$ cat config.mk
export PLATFORM = sky130hd
export DESIGN_NAME = pipe_ctrl
export DESIGN_NICKNAME = d
export VERILOG_FILES = /design/src/rtl/pipe_ctrl.sv
export SDC_FILE = /design/constraint.sdc
export NUM_CORES = 1
export LEC_CHECK = 0
export ABC_CLOCK_PERIOD_IN_PS = 2000
export CORE_UTILIZATION = 30
export DETAILED_ROUTE_END_ITERATION = 8
export PLACE_DENSITY = 0.67
export SLEW_MARGIN = 20
export SYNTH_ARGS = -nofsm -noshare
export SYNTH_HDL_FRONTEND = slang
export SYNTH_SLANG_ARGS = --single-unit
$ cat constraint.sdc
create_clock -name clk -period 2 [get_ports clk]
set_clock_uncertainty 0.15 [all_clocks]
set_input_delay 0.4 -clock clk [delete_from_list [all_inputs] [get_ports clk]]
set_output_delay 0.4 -clock clk [all_outputs]
set_load 0.05 [all_outputs]
$ cat src/rtl/pipe_ctrl.sv
// Pipeline hazard controller: stalls/flushes for memory waits, MUL/DIV, redirects, FENCE.I drain, load-use.
// Optional performance counters (stall_cnt/flush_cnt) are built when PIPE_CTRL_PERF_EN is defined.
`ifndef GPR_ADDR_SPACE
`define GPR_ADDR_SPACE 4:0
`endif

module pipe_ctrl (
  input  logic                   clk,
  input  logic                   rst,
  input  logic [`GPR_ADDR_SPACE] id_rs1_addr,
  input  logic [`GPR_ADDR_SPACE] id_rs2_addr,
  input  logic                   id_rs1_re,
  input  logic                   id_rs2_re,
  input  logic                   id_fence,
  input  logic [`GPR_ADDR_SPACE] id_exe_rd_addr,
  input  logic                   id_exe_rd_we,
  input  logic                   id_exe_mem_re,
  input  logic                   exe_redirect,
  input  logic                   exe_md_start,
  input  logic                   exe_md_done,
  input  logic                   mem_req,
  input  logic                   mem_ready,
  output logic                   pc_stall,
  output logic                   if_id_stall,
  output logic                   id_exe_stall,
  output logic                   exe_mem_stall,
  output logic                   mem_wb_stall,
  output logic                   if_id_flush,
  output logic                   id_exe_flush,
  output logic                   exe_mem_flush,
  output logic [1:0]             ctrl_state
`ifdef PIPE_CTRL_PERF_EN
  ,
  output logic [31:0]            stall_cnt,
  output logic [31:0]            flush_cnt
`endif
);

  typedef enum logic [1:0] {
    RUN      = 2'd0,
    MEM_WAIT = 2'd1,
    EXE_BUSY = 2'd2,
    DRAIN    = 2'd3
  } state_e;

  state_e     state_q, state_d, eff_state;
  logic       ret_q, ret_d;
  logic [1:0] cnt_q, cnt_d;
  logic       mem_wait, load_use;
  logic [4:0] stall_raw;  // {pc, if_id, id_exe, exe_mem, mem_wb}
  logic [2:0] flush_raw;  // {if_id, id_exe, exe_mem}

  assign mem_wait = mem_req & ~mem_ready;
  assign load_use = id_exe_mem_re & id_exe_rd_we & (id_exe_rd_addr != '0) &
                    ((id_rs1_re & (id_rs1_addr == id_exe_rd_addr)) |
                     (id_rs2_re & (id_rs2_addr == id_exe_rd_addr)));

  always_ff @(posedge clk) begin
    if (rst) begin
      state_q <= RUN;
      ret_q   <= 1'b0;
      cnt_q   <= 2'd0;
    end else begin
      state_q <= state_d;
      ret_q   <= ret_d;
      cnt_q   <= cnt_d;
    end
  end

  always_comb begin
    state_d   = state_q;
    ret_d     = ret_q;
    cnt_d     = cnt_q;
    stall_raw = 5'b00000;
    flush_raw = 3'b000;
    // A completing wait or MUL/DIV is an unstalled cycle: evaluate it as the state being resumed.
    eff_state = state_q;
    if (state_q == MEM_WAIT) eff_state = ret_q ? EXE_BUSY : RUN;
    if ((eff_state == EXE_BUSY) && exe_md_done) eff_state = RUN;

    if (rst) begin
      flush_raw = 3'b110;
    end else if (mem_wait) begin
      stall_raw = 5'b11111;
      if (state_q != DRAIN) begin
        state_d = MEM_WAIT;
        ret_d   = (eff_state == EXE_BUSY);
      end
    end else begin
      case (eff_state)
        RUN: begin
          state_d = RUN;
          if (exe_md_start && !exe_md_done) begin
            stall_raw = 5'b11100;
            flush_raw = 3'b001;
            state_d   = EXE_BUSY;
          end else if (exe_redirect) begin
            flush_raw = 3'b110;
          end else if (id_fence) begin
            state_d = DRAIN;
            cnt_d   = 2'd3;
          end else if (load_use) begin
            stall_raw = 5'b11000;
            flush_raw = 3'b010;
          end
        end
        EXE_BUSY: begin
          stall_raw = 5'b11100;
          flush_raw = 3'b001;
          state_d   = EXE_BUSY;
        end
        DRAIN: begin
          if (cnt_q == 2'd0) begin
            flush_raw = 3'b100;
            state_d   = RUN;
          end else begin
            stall_raw = 5'b11000;
            flush_raw = 3'b010;
            cnt_d     = cnt_q - 2'd1;
          end
        end
        default: state_d = RUN;
      endcase
    end
  end

  // Flush takes precedence over stall on the same pipeline register.
  assign pc_stall      = stall_raw[4];
  assign if_id_stall   = stall_raw[3] & ~flush_raw[2];
  assign id_exe_stall  = stall_raw[2] & ~flush_raw[1];
  assign exe_mem_stall = stall_raw[1] & ~flush_raw[0];
  assign mem_wb_stall  = stall_raw[0];
  assign if_id_flush   = flush_raw[2];
  assign id_exe_flush  = flush_raw[1];
  assign exe_mem_flush = flush_raw[0];
  assign ctrl_state    = state_q;

`ifdef PIPE_CTRL_PERF_EN
  logic [31:0] stall_cnt_q, flush_cnt_q;

  always_ff @(posedge clk) begin
    if (rst) begin
      stall_cnt_q <= 32'd0;
      flush_cnt_q <= 32'd0;
    end else begin
      if (pc_stall)    stall_cnt_q <= stall_cnt_q + 32'd1;
      if (if_id_flush) flush_cnt_q <= flush_cnt_q + 32'd1;
    end
  end

  assign stall_cnt = stall_cnt_q;
  assign flush_cnt = flush_cnt_q;
`else
  // Counters are not present in this build.
`endif

endmodule
==> flow_summary.toml <==
[clock_tree]
htreeDepth = 1
cts_root_buffer = "clkbuf_4"
cts_tree = "yes"
cts_max_path_buffers = 2
clkTransAtPathRegs_ns = 0.05
clock_sinks = 5
cts_hold_buf = 0
insertion_delay_ns = 0.27
cts_made_buffers = 3

[worst_setup_path]
worst_r2r_path_depth = 6
r2r-start = "ctrl_state[0]"
critPathSlowestCell = "a311o_2"
path_cells = "inv_2 -> ha_4 -> nand3_2 -> nor2_2 -> a311o_2 -> o31ai_4 -> buf_12"
timing.rr.end = "cnt_q[1]"
arrival_ns = 1.76
crit_family = "compound AO/OA/AOI/OAI gates"
slowest_delay_ns = 0.37
worst-path-buf-inv = 2
path_class = "reg -> out"
required_ns = 1.45
cp_max_fo = 3
setup.worst_path.start_class = "flop"
ff2ff_setup_slack_ns = 0.31
end_kind = "output port"

[logic_synthesis]
synth_compound_area_share_pct = 34.8
netlist_area_um2 = 601
postSynthAreaPerCell_um2 = 8.46
ys_warn_count = 0
synth_seq_cells = 5
synthSimpleGateAreaFrac_pct = 24.4
yosysTopAreaCell = "dfxtp_1"
synthFlopType = "dfxtp_1"
ys_async_sr_fraction_pct = 0
seq_area_frac_synth_pct = 16.7
synth_xor_area_share_pct = 14.6
syn_inst = 71
syn_nets = 99
synth_top_family_by_area = "compound AO/OA/AOI/OAI gates"
yosys.area.top_type_share_pct = 16.7
synthMuxAreaShare_pct = 0
synth_edf_count = 0
synthDistinctLibCells = 38
synth_fa_ha_area_share_pct = 2.08
synthTopCellsByArea = "dfxtp_1 (17%), xor2_1 (12%), a21oi_1 (5.0%), o31ai_1 (3.8%), a211o_4 (2.9%)"

[pwr]
ir_drop_uv = 239
power.switching_uw = 224
power_density_nw_per_um2 = 413
combPwrFrac_pct = 57.3
clock_power_share_pct = 22.6
p_int_uw = 356
p_seq_share_pct = 20.0
leakage_nw = 0.581
p_sw_share_pct = 38.6

[sta]
holdWs_ns = 0.350
rsz0062_at_grt = "yes"
tightest_slew_ns = 0.363
hold_viol_final = 0
setup_tns_ns = -0.965
drv_slew = 0
worst_slack_ns = -0.313
period_needed_ns = 2.31
max_freq_mhz = 432
slew_headroom_pct = 75.2
fin_crit_sh_pct = 116
finalSetupViolations = 4

[floorplanning]
die_y_um = 46.7
die_w_um = 46.7
coreArea_um2 = 1800
io_pins = 37
die_area_um2 = 2180
rows = 15
start_util_pct = 33.3

[routing]
drc = 0
wl_um = 2170
post_drt_via_cell_ratio = 5.00
ant_nets = 0
dr_wl_met2_um = 1180
vias = 790
first_pass_iters = 4
wl_per_cell_um = 13.7
wl_met1_um = 753
drt_iter0_markers = 11
route.met3.wl_um = 192
top_layer = "met4"

[placed_design]
placedCellCount = 150
numPortBuffers = 36
dp_hpwl_um = 1650
finalWeightedCongestion = 0.723

[layout]
fin_util_pct = 77.8
synthToLayoutAreaGrowth_pct = 134
drive_gt1_share_pct = 59.4
fillerInstances = 124
final_cells = 158
antennaDiodeCount = 0
nNetsFinal = 162

[hold_path]
worst_hold_path.endpoint = "cnt_q[0]"
hold_depth = 2
hold_path.startpoint = "cnt_q[0]"
hold_path_class = "reg -> reg"

[global_route]
grt_max_degree = 10
grt_pass1_wl_um = 3250
grtUsageTotal_pct = 21.5
antenna_found_initial = 0
grt_pass1_vias = 801
gr-total-overflow = 0

[run_status]
violations = "negative setup slack"
status = "finished, violations left"

[run]
drv_cap = 0
-- area by class of cell --
class | instances | area (um2) | area share [%]
clock buffers | 4 | 26.3 | 1.87
well taps | 25 | 31.3 | 2.23
inverters | 4 | 15.0 | 1.07
multi-input cells | 58 | 604 | 43.1
repair buffers | 62 | 616 | 43.9
flip-flops and latches | 5 | 110 | 7.85
-- routing by layer --
layer	vias to the layer above	GRT usage, %
li1	385	-
met1	364	19.9
met2	35	42.8
met3	6	8.08
met4	0	6.86
met5	-	0
-- through the flow --
| step | worst slack (ns) | total power, mW | cell area [um2] |
|---|---|---|---|
| after floorplan | -0.382 | 0.257 | 653 |
| after global placement | -0.693 | 0.405 | 1240 |
| after detailed placement | -0.721 | 0.410 | 1240 |
| after CTS | -0.294 | 0.564 | 1370 |
| after global routing | -0.366 | 0.610 | 1400 |
| final | -0.313 | 0.580 | 1400 |
-- worst max path at each step --
stage / cells past startpoint / end / from / slack (ns)
floorplan: 6 / if_id_stall / cnt_q[0] / -0.38
global placement: 6 / pc_stall / id_exe_rd_addr[3] / -0.69
detailed placement: 6 / id_exe_flush / id_exe_rd_addr[3] / -0.72
CTS: 7 / pc_stall / cnt_q[1] / -0.29
global route: 7 / if_id_stall / cnt_q[0] / -0.37
finish: 7 / if_id_stall / cnt_q[0] / -0.31
-- worst reg2reg max path: stages, from the launching register on --
cell	delay, ns
dfxtp_4	0.36
a211o_4	0.36
buf_6	0.13
a21oi_4	0.12
buf_4	0.13
nand3_2	0.08
a221oi_2	0.26
-- flip-flops by register name, indices dropped and copies added, names as in the netlist --
| signal | count |
|---|---|
| ret_q | 1 |
| ctrl_state | 2 |
| cnt_q | 2 |
-- logic make-up (layout without fill, tap and decap cells) --
family,count (synthesis),count (layout)
AOI/OAI and AO/OA,23,23
xor gates and xnor gates,10,10
adders and majority gates,1,1
buffers and inverters,8,70
DFF,5,5
and+or+nand+nor,24,24
-- synthesized netlist by cell type, types with 2 or more instances --
master    instances
buf_4             2
nand2_1           4
nor3_1            2
nor4_1            2
dfxtp_1           5
o31ai_1           3
nor2_1            4
nor2b_1           2
a21oi_1           6
inv_1             4
nand2b_1          2
xor2_1            8
xnor2_1           2
-- layout by cell type (no fill, tap or decap), drive strengths merged, types with 2 or more instances in the layout --
master         count
buf               40
xor2               8
dlygate4sd2        7
clkdlybuf4s50      7
a21oi              7
clkbuf             7
nand2              5
dfxtp              5
clkdlybuf4s15      4
inv                4
nor2               4
o31ai              3
nand2b             3
nand3              2
nor2b              2
a211o              2
nor4               2
xnor2              2
nor3               2
-- power by group through the flow --
| stage | Clock (mW) | Sequential, mW | Combinational [mW] |
|---|---|---|---|
| after floorplan | 0 | 0.121 | 0.136 |
| after global placement | 0 | 0.116 | 0.289 |
| after detailed placement | 0 | 0.116 | 0.294 |
| after CTS | 0.128 | 0.116 | 0.320 |
| after global routing | 0.144 | 0.117 | 0.350 |
| final | 0.131 | 0.116 | 0.332 |
-- what timing repair did --
item                       4_1_cts  5_1_grt
setup buffers                    4        1
resized for setup               57       17
pin swaps                       17       12
setup endpoints to repair        8        6
(Power assumes the default switching activity.)
